File: src/rtl/pulse_peak_finder.sv
// pulse_peak_finder: threshold/hysteresis pulse detector reporting
// peak amplitude, time of peak and pulse width for one filter channel.
module pulse_peak_finder #(
  parameter int DATA_W    = 16,
  parameter int TS_W      = 32,
  parameter int WID_W     = 8,
  parameter int MAX_WIDTH = 200,
  parameter int HYST      = 4
) (
  input  logic                     clk,
  input  logic                     reset,
  input  logic                     enable,
  input  logic signed [DATA_W-1:0] threshold,
  input  logic signed [DATA_W-1:0] input_data,
  output logic                     peak_valid,
  output logic signed [DATA_W-1:0] peak_amp,
  output logic        [TS_W-1:0]   peak_time,
  output logic        [WID_W-1:0]  peak_width,
  output logic                     peak_timeout,
  output logic        [15:0]       event_count
);

  typedef enum logic [1:0] {
    IDLE,
    TRACK,
    HOLDOFF
  } state_t;

  localparam logic [WID_W-1:0] W_MAX = WID_W'(MAX_WIDTH);
  localparam logic signed [DATA_W:0] HYST_EXT = (DATA_W+1)'(HYST);
  localparam logic signed [DATA_W:0] MIN_EXT =
    {2'b11, {(DATA_W-1){1'b0}}};

  state_t state, state_n;

  logic        [TS_W-1:0]   ts;
  logic signed [DATA_W-1:0] max_r, max_n;
  logic        [TS_W-1:0]   tmax_r, tmax_n;
  logic        [WID_W-1:0]  width_r, width_n;
  logic                     report;
  logic                     timeout;

  logic signed [DATA_W:0]   exit_ext;
  logic signed [DATA_W-1:0] exit_lvl;
  logic                     trig;
  logic                     above;
  logic                     new_max;

  // One extra bit so a very negative threshold cannot wrap positive.
  assign exit_ext = {threshold[DATA_W-1], threshold} - HYST_EXT;
  assign exit_lvl = (exit_ext < MIN_EXT) ? MIN_EXT[DATA_W-1:0]
                                         : exit_ext[DATA_W-1:0];

  assign trig    = input_data > threshold;
  assign above   = input_data > exit_lvl;
  assign new_max = input_data > max_r;

  always_ff @(posedge clk or posedge reset) begin
    if (reset) begin
      state <= IDLE;
    end else begin
      state <= state_n;
    end
  end

  always_comb begin
    state_n = state;
    max_n   = max_r;
    tmax_n  = tmax_r;
    width_n = width_r;
    report  = 1'b0;
    timeout = 1'b0;
    if (!enable) begin
      state_n = IDLE;
    end else begin
      unique case (state)
        IDLE: begin
          if (trig) begin
            max_n   = input_data;
            tmax_n  = ts;
            width_n = WID_W'(1);
            state_n = TRACK;
            if (width_n == W_MAX) begin
              report  = 1'b1;
              timeout = 1'b1;
              state_n = HOLDOFF;
            end
          end
        end
        TRACK: begin
          if (above) begin
            width_n = width_r + 1'b1;
            if (new_max) begin
              max_n  = input_data;
              tmax_n = ts;
            end
            if (width_n == W_MAX) begin
              report  = 1'b1;
              timeout = 1'b1;
              state_n = HOLDOFF;
            end
          end else begin
            report  = 1'b1;
            state_n = IDLE;
          end
        end
        HOLDOFF: begin
          if (!above) begin
            state_n = IDLE;
          end
        end
        default: state_n = IDLE;
      endcase
    end
  end

  // Report fields are latched on the deciding edge and held until the next one.
  always_ff @(posedge clk or posedge reset) begin
    if (reset) begin
      ts           <= '0;
      max_r        <= '0;
      tmax_r       <= '0;
      width_r      <= '0;
      peak_valid   <= 1'b0;
      peak_amp     <= '0;
      peak_time    <= '0;
      peak_width   <= '0;
      peak_timeout <= 1'b0;
      event_count  <= '0;
    end else begin
      ts         <= ts + 1'b1;
      max_r      <= max_n;
      tmax_r     <= tmax_n;
      width_r    <= width_n;
      peak_valid <= report;
      if (report) begin
        peak_amp     <= max_n;
        peak_time    <= tmax_n;
        peak_width   <= width_n;
        peak_timeout <= timeout;
        event_count  <= event_count + 16'd1;
      end
    end
  end

endmodule

File: config.mk
export PLATFORM = sky130hd
export DESIGN_NAME = pulse_peak_finder
export DESIGN_NICKNAME = d
export VERILOG_FILES = /design/src/rtl/pulse_peak_finder.sv
export SDC_FILE = /design/constraint.sdc
export NUM_CORES = 1
export LEC_CHECK = 0
export BUFFER_PORTS_ARGS = -buffer_cell sky130_fd_sc_hd__buf_2
export CAP_MARGIN = 10
export CORE_ASPECT_RATIO = 1.1
export CORE_MARGIN = 1
export CORE_UTILIZATION = 30
export CTS_CLUSTER_SIZE = 10
export DETAILED_ROUTE_END_ITERATION = 10
export PLACE_DENSITY = 0.45
export SYNTH_ARGS = -nofsm -noshare
export SYNTH_HDL_FRONTEND = slang
export SYNTH_SLANG_ARGS = --single-unit
export TNS_END_PERCENT = 50
File: constraint.sdc
create_clock -name clk -period 12.8 [get_ports clk]
set_input_delay 2.56 -clock clk [delete_from_list [all_inputs] [get_ports clk]]
set_output_delay 2.56 -clock clk [all_outputs]
set_load 0.05 [all_outputs]
; ---- After elaboration in Yosys (flattened, before gate mapping)
; Index checks and enable logic that the tools add are counted.
; W data, S select, Z words.
[totals]
regBits = 164
latch_bits = 0
ram_bits = 0
rom_bits = 0
inputBits = 35
out_inout_bits = 74
wordCells = 55
memories = 0
[classes]
n_addsub = 4
multipliers = 0
div = 0
magnitude_cmp = 4
eq_ne = 6
n_shift = 0
n_mux = 28
bitwise = 0
n_reduce_logical = 2
[op_table]
columns = operator, n
row1 = $mux W32, 4
row2 = $mux W16, 5
row3 = $pmux W32 S2, 1
row4 = $gt A16 B16 Y1, 3
row5 = $add A32 B1 Y32 const B, 1
row6 = $pmux W16 S2, 1
row7 = $mux W8, 3
row8 = $lt A17 B16 Y1 const B, 1
row9 = $sub A16 B4 Y17 const B, 1
row10 = $add A16 B1 Y16 const B, 1
row11 = $pmux W8 S2, 1
row12 = $mux W2, 5
row13 = $add A8 B1 Y8 const B, 1
row14 = $eq A8 B8 Y1 const B, 1
row15 = $mux W1, 7
row16 = $ne A3 B3 Y1 const B, 2
row17 = $pmux W2 S3, 1
row18 = $ne A4 B4 Y1 const B, 1
row19 = $reduce_and A3 Y1, 1
row20 = $eq A2 B1 Y1 const B, 1
row21 = $eq A2 B2 Y1 const B, 1
row22 = $logic_not A2 Y1, 1

; ---- Longest topological paths before layout
[depth]
depth_word = 7
depth_mapped = 18
ltp_nobuf = 16

; ---- Least setup slack after synthesis
; Ideal clock, no wire load.
[synth_timing]
path_kind = input to register
startpoint = input port threshold[7]
endpoint = register event_count[1]
setup_ns = 0.125
arrival_ns = 6.438
required_ns = 12.675
slack_ns = 6.237
stages = 16
path_buffers = 2
path_cell_list = nor4_1 > nand2_1 > nor4_1 > a211oi_1 > o2111ai_1 > buf_2 > nand2_1 > ha_1 > nand4_2 > or4_4 > a21o_1 > a21o_2 > o21ai_4 > inv_2 > buf_6 > mux2_4
[synth_via]
elab_chain_len = 7
[synth_lines]
columns = item, line
row1 = from (decl), 13  ; input logic signed [DATA_W-1:0] threshold,
row2 = $sub A16 B4 Y17 *, 50  ; assign exit_ext = {threshold[DATA_W-1], threshold} - HYST_EXT;
row3 = $lt A17 B16 Y1, 51  ; assign exit_lvl = (exit_ext < MIN_EXT) ? MIN_EXT[DATA_W-1:0]
row4 = $mux W16 *, 51
row5 = $gt A16 B16 Y1 *, 55  ; assign above = input_data > exit_lvl;
row6 = $mux W1 *, 91  ; if (above) begin
row7 = $mux W1 *, 76  ; unique case (state)
row8 = $mux W1 *, 73  ; if (!enable) begin
row9 = to (signal assigned), 141  ; event_count <= event_count + 16'd1;
row10 = to (decl), 20  ; output logic [15:0] event_count
; Every way passes the cells marked *; elsewhere a longest branch is shown, timed or not.
; A chain may end at the register's enable or synchronous reset.

; ---- Worst setup path after layout
[layout_timing]
startpoint = input port threshold[7]
endpoint = register event_count[9]
; The elaborated chain is that of the path after synthesis.

==> impl_metrics.json <==
{
  "drc": 0,
  "power_density_nw_per_um2": 203.6,
  "post_drt_via_cell_ratio": 4.936,
  "cts.sinks": 164,
  "areaGrowthSynthToFinish_pct": 17.01,
  "grt_pass1_vias": 6912,
  "hold_path.class": "reg -> reg",
  "place_congestion": 0.8239,
  "syn_nets": 980,
  "status": "complete, no violations",
  "final_cells": 1365,
  "path_clk_slew_ns": 0.08,
  "final-setup-viol-count": 0,
  "ys.flop_type": "dfrtp_1",
  "dp_hpwl_mm": 15.49,
  "diodes": 0,
  "synth_area_um2": 8616,
  "cts.htree.levels": 4,
  "reg2regPathDepth": 9,
  "dp_cells": 1333,
  "yosysUniqueCellTypes": 57,
  "power.leakage_nw": 4.631,
  "track_usage": 0.1622,
  "use_met1": 0.2240,
  "tightest_slew_ns": 1.127,
  "avgSynthCellArea_um2": 9.648,
  "drt_first_pass_iters": 4,
  "post-route-period-util": 0.6306,
  "nets": 1076,
  "clockRootBuffer": "clkbuf_16",
  "syn_inst": 893,
  "cpPeakStageDelay_ns": 0.93,
  "grtUsageMet2": 0.2639,
  "rsz0062_at_grt": "no",
  "crit_buf_inv": 3,
  "worstSetupStartpoint": "threshold[7]",
  "initial_core_util": 0.3074,
  "cap_violations": 0,
  "crit_slowest_cell": "o2111ai_1",
  "crit_type": "in -> reg",
  "io_buffers": 108,
  "cts_tree": "yes",
  "hold_violations": 0,
  "fmax_ghz": 0.1239,
  "fin_skew_ns": 0.01962,
  "synth-seq-area-share": 0.4763,
  "die_h_um": 179.7,
  "grt.busiest_layer": "met2",
  "grt_max_degree": 106,
  "dp_slack_ns": 4.219,
  "layout-drive-gt1-share": 0.1826,
  "cts_setup_buffers": 0,
  "grt_util_met3": 0.02746,
  "mostFrequentLayoutCell": "dfrtp_1",
  "fin_crit_ns": 8.071,
  "cts_resized": 0,
  "ios": 109,
  "cp.depth": 17,
  "fin_util": 0.3597,
  "min_path_cells": 1,
  "layout_common_cells": "dfrtp_1 (164), buf_2 (108), o21ai_0 (87)",
  "ctsLongestPathBuffers": 2,
  "max-vdd-ir-drop_mv": 0.1147,
  "hold_ws_ns": 0.4699,
  "hold_buffers": 0,
  "end_kind": "flop",
  "die-area_um2": 29400,
  "crit_chain": "buf_2 -> nor4_1 -> nand2_1 -> nor4_1 -> a211oi_1 -> o2111ai_1 -> nand2_1 -> ha_1 -> nand4_2 -> or4_4 -> o21ai_0 -> a21o_2 -> o21ai_4 -> clkinv_2 -> buf_4 -> and4_1 -> xor2_1",
  "crit_family": "simple AND/OR/NAND/NOR gates",
  "grt_pass1_wl_mm": 37.85,
  "drv_slew": 0,
  "clk_latency_ns": 0.43,
  "ant_nets": 0,
  "crit_arrival_ns": 8.42,
  "fin_ws_ns": 4.729,
  "synth-async-reset-ratio": 1.000,
  "via_count": 6737,
  "antenna_found_initial": 0,
  "r2r_start": "max_r[15]",
  "relSlewSlack": 0.2480,
  "tns_ns": 0,
  "ys_warn_count": 0,
  "drtIter0Drc": 415,
  "hp-start": "event_count[15]",
  "routedWlPerCell_um": 16.47,
  "ys_ff_latch": 164,
  "cp_data_required_time_ns": 13.15,
  "core_um2": 28030,
  "num_rows": 64,
  "gr-total-overflow": 0,
  "worstPathMaxFanout": 100,
  "synth_edf_count": 0,
  "start_kind": "primary input",
  "die_x_um": 163.6,
  "cts_buffers": 17,
  "wl_mm": 22.48
}
per-layer routing:
layer / wire (um) / vias to the layer above
li1: - / 3372
met4: 201 / 0
met3: 842 / 13
met2: 10530 / 121
met5: 0 / -
met1: 10910 / 3231
power by group:
group	leakage (nW)	internal [mW]	switching, mW
logic	2.23	0.204	0.585
registers	2.10	0.641	0.0844
clock network	0.301	0.285	0.252
total	4.63	1.13	0.922
layout make-up:
type                       count  area (um2)
tap                          363       454.2
clock inverter                15       198.9
sequential                   164        4104
timing repair buffer         115       593.1
fill                        2907       17950
inverter                      69       265.3
clock buffer                  17       425.4
multi-input combinational    622        4040
worst register-to-register path, cell delays in order, from the launching register on:
cell and delay [ns]:
dfrtp_1 0.34, inv_1 0.04, ha_1 0.35, nand4_1 0.21, a2111oi_1 0.76, nor4_1 0.13, o211a_2 0.48, buf_4 0.33
o21ai_4 0.66, o21ai_0 0.21
kinds of logic (layout without fill, tap and decap cells):
kind of cell    count (synthesis)  count (layout)  share of synthesized area
xor+xnor                       59              59                    0.05998
compound gates                211             211                     0.1539
fa+ha+maj                      52              52                    0.07552
mux                            15              15                    0.01989
simple gates                  285             285                     0.1596
buf+inv                       107             216                    0.05475
flops                         164             164                     0.4763
worst paths after layout:
| check | endpoint | slack, ns |
|---|---|---|
| min | event_count[15] | 0.47 |
| min reg2reg | event_count[15] | 0.47 |
| max reg2reg | tmax_r[20] | 9.15 |
| min in group asynchronous | peak_time[16] | 2.35 |
| max in group asynchronous | max_r[4] | 9.04 |
| max | event_count[9] | 4.73 |
stage by stage:
step | instance area, um2 | power, mW
floorplan | 8616 | 1.315
global placement | 9457 | 1.535
detailed placement | 9457 | 1.538
CTS | 10080 | 2.085
global route | 10080 | 2.182
finish | 10080 | 2.052
synth_stat cells (6+ instances only):
| library cell | instances | area [um2] |
|---|---|---|
| a21bo_2 | 11 | 110.1 |
| a21oi_1 | 20 | 100.1 |
| a31oi_1 | 50 | 312.8 |
| and3_1 | 8 | 50.05 |
| buf_2 | 10 | 50.05 |
| buf_6 | 6 | 67.56 |
| clkbuf_1 | 16 | 60.06 |
| dfrtp_1 | 164 | 4104 |
| ha_1 | 52 | 650.6 |
| inv_1 | 68 | 255.2 |
| mux2_2 | 13 | 146.4 |
| nand2_1 | 56 | 210.2 |
| nand2b_1 | 6 | 37.54 |
| nand3_1 | 71 | 355.3 |
| nand4_1 | 27 | 168.9 |
| nor2_1 | 77 | 289.0 |
| nor3_1 | 11 | 55.05 |
| nor4_1 | 7 | 43.79 |
| o211ai_1 | 6 | 45.04 |
| o21ai_0 | 87 | 435.4 |
| xnor2_1 | 49 | 429.2 |
| xor2_1 | 10 | 87.58 |
state kept, by name (all words and copies together), names as in the netlist, 2 cells and up:
name         count
ts              32
peak_width       8
state            2
max_r           16
peak_time       32
event_count     16
width_r          8
tmax_r          32
peak_amp        16
Note: power is estimated with default switching activity, not from simulation.
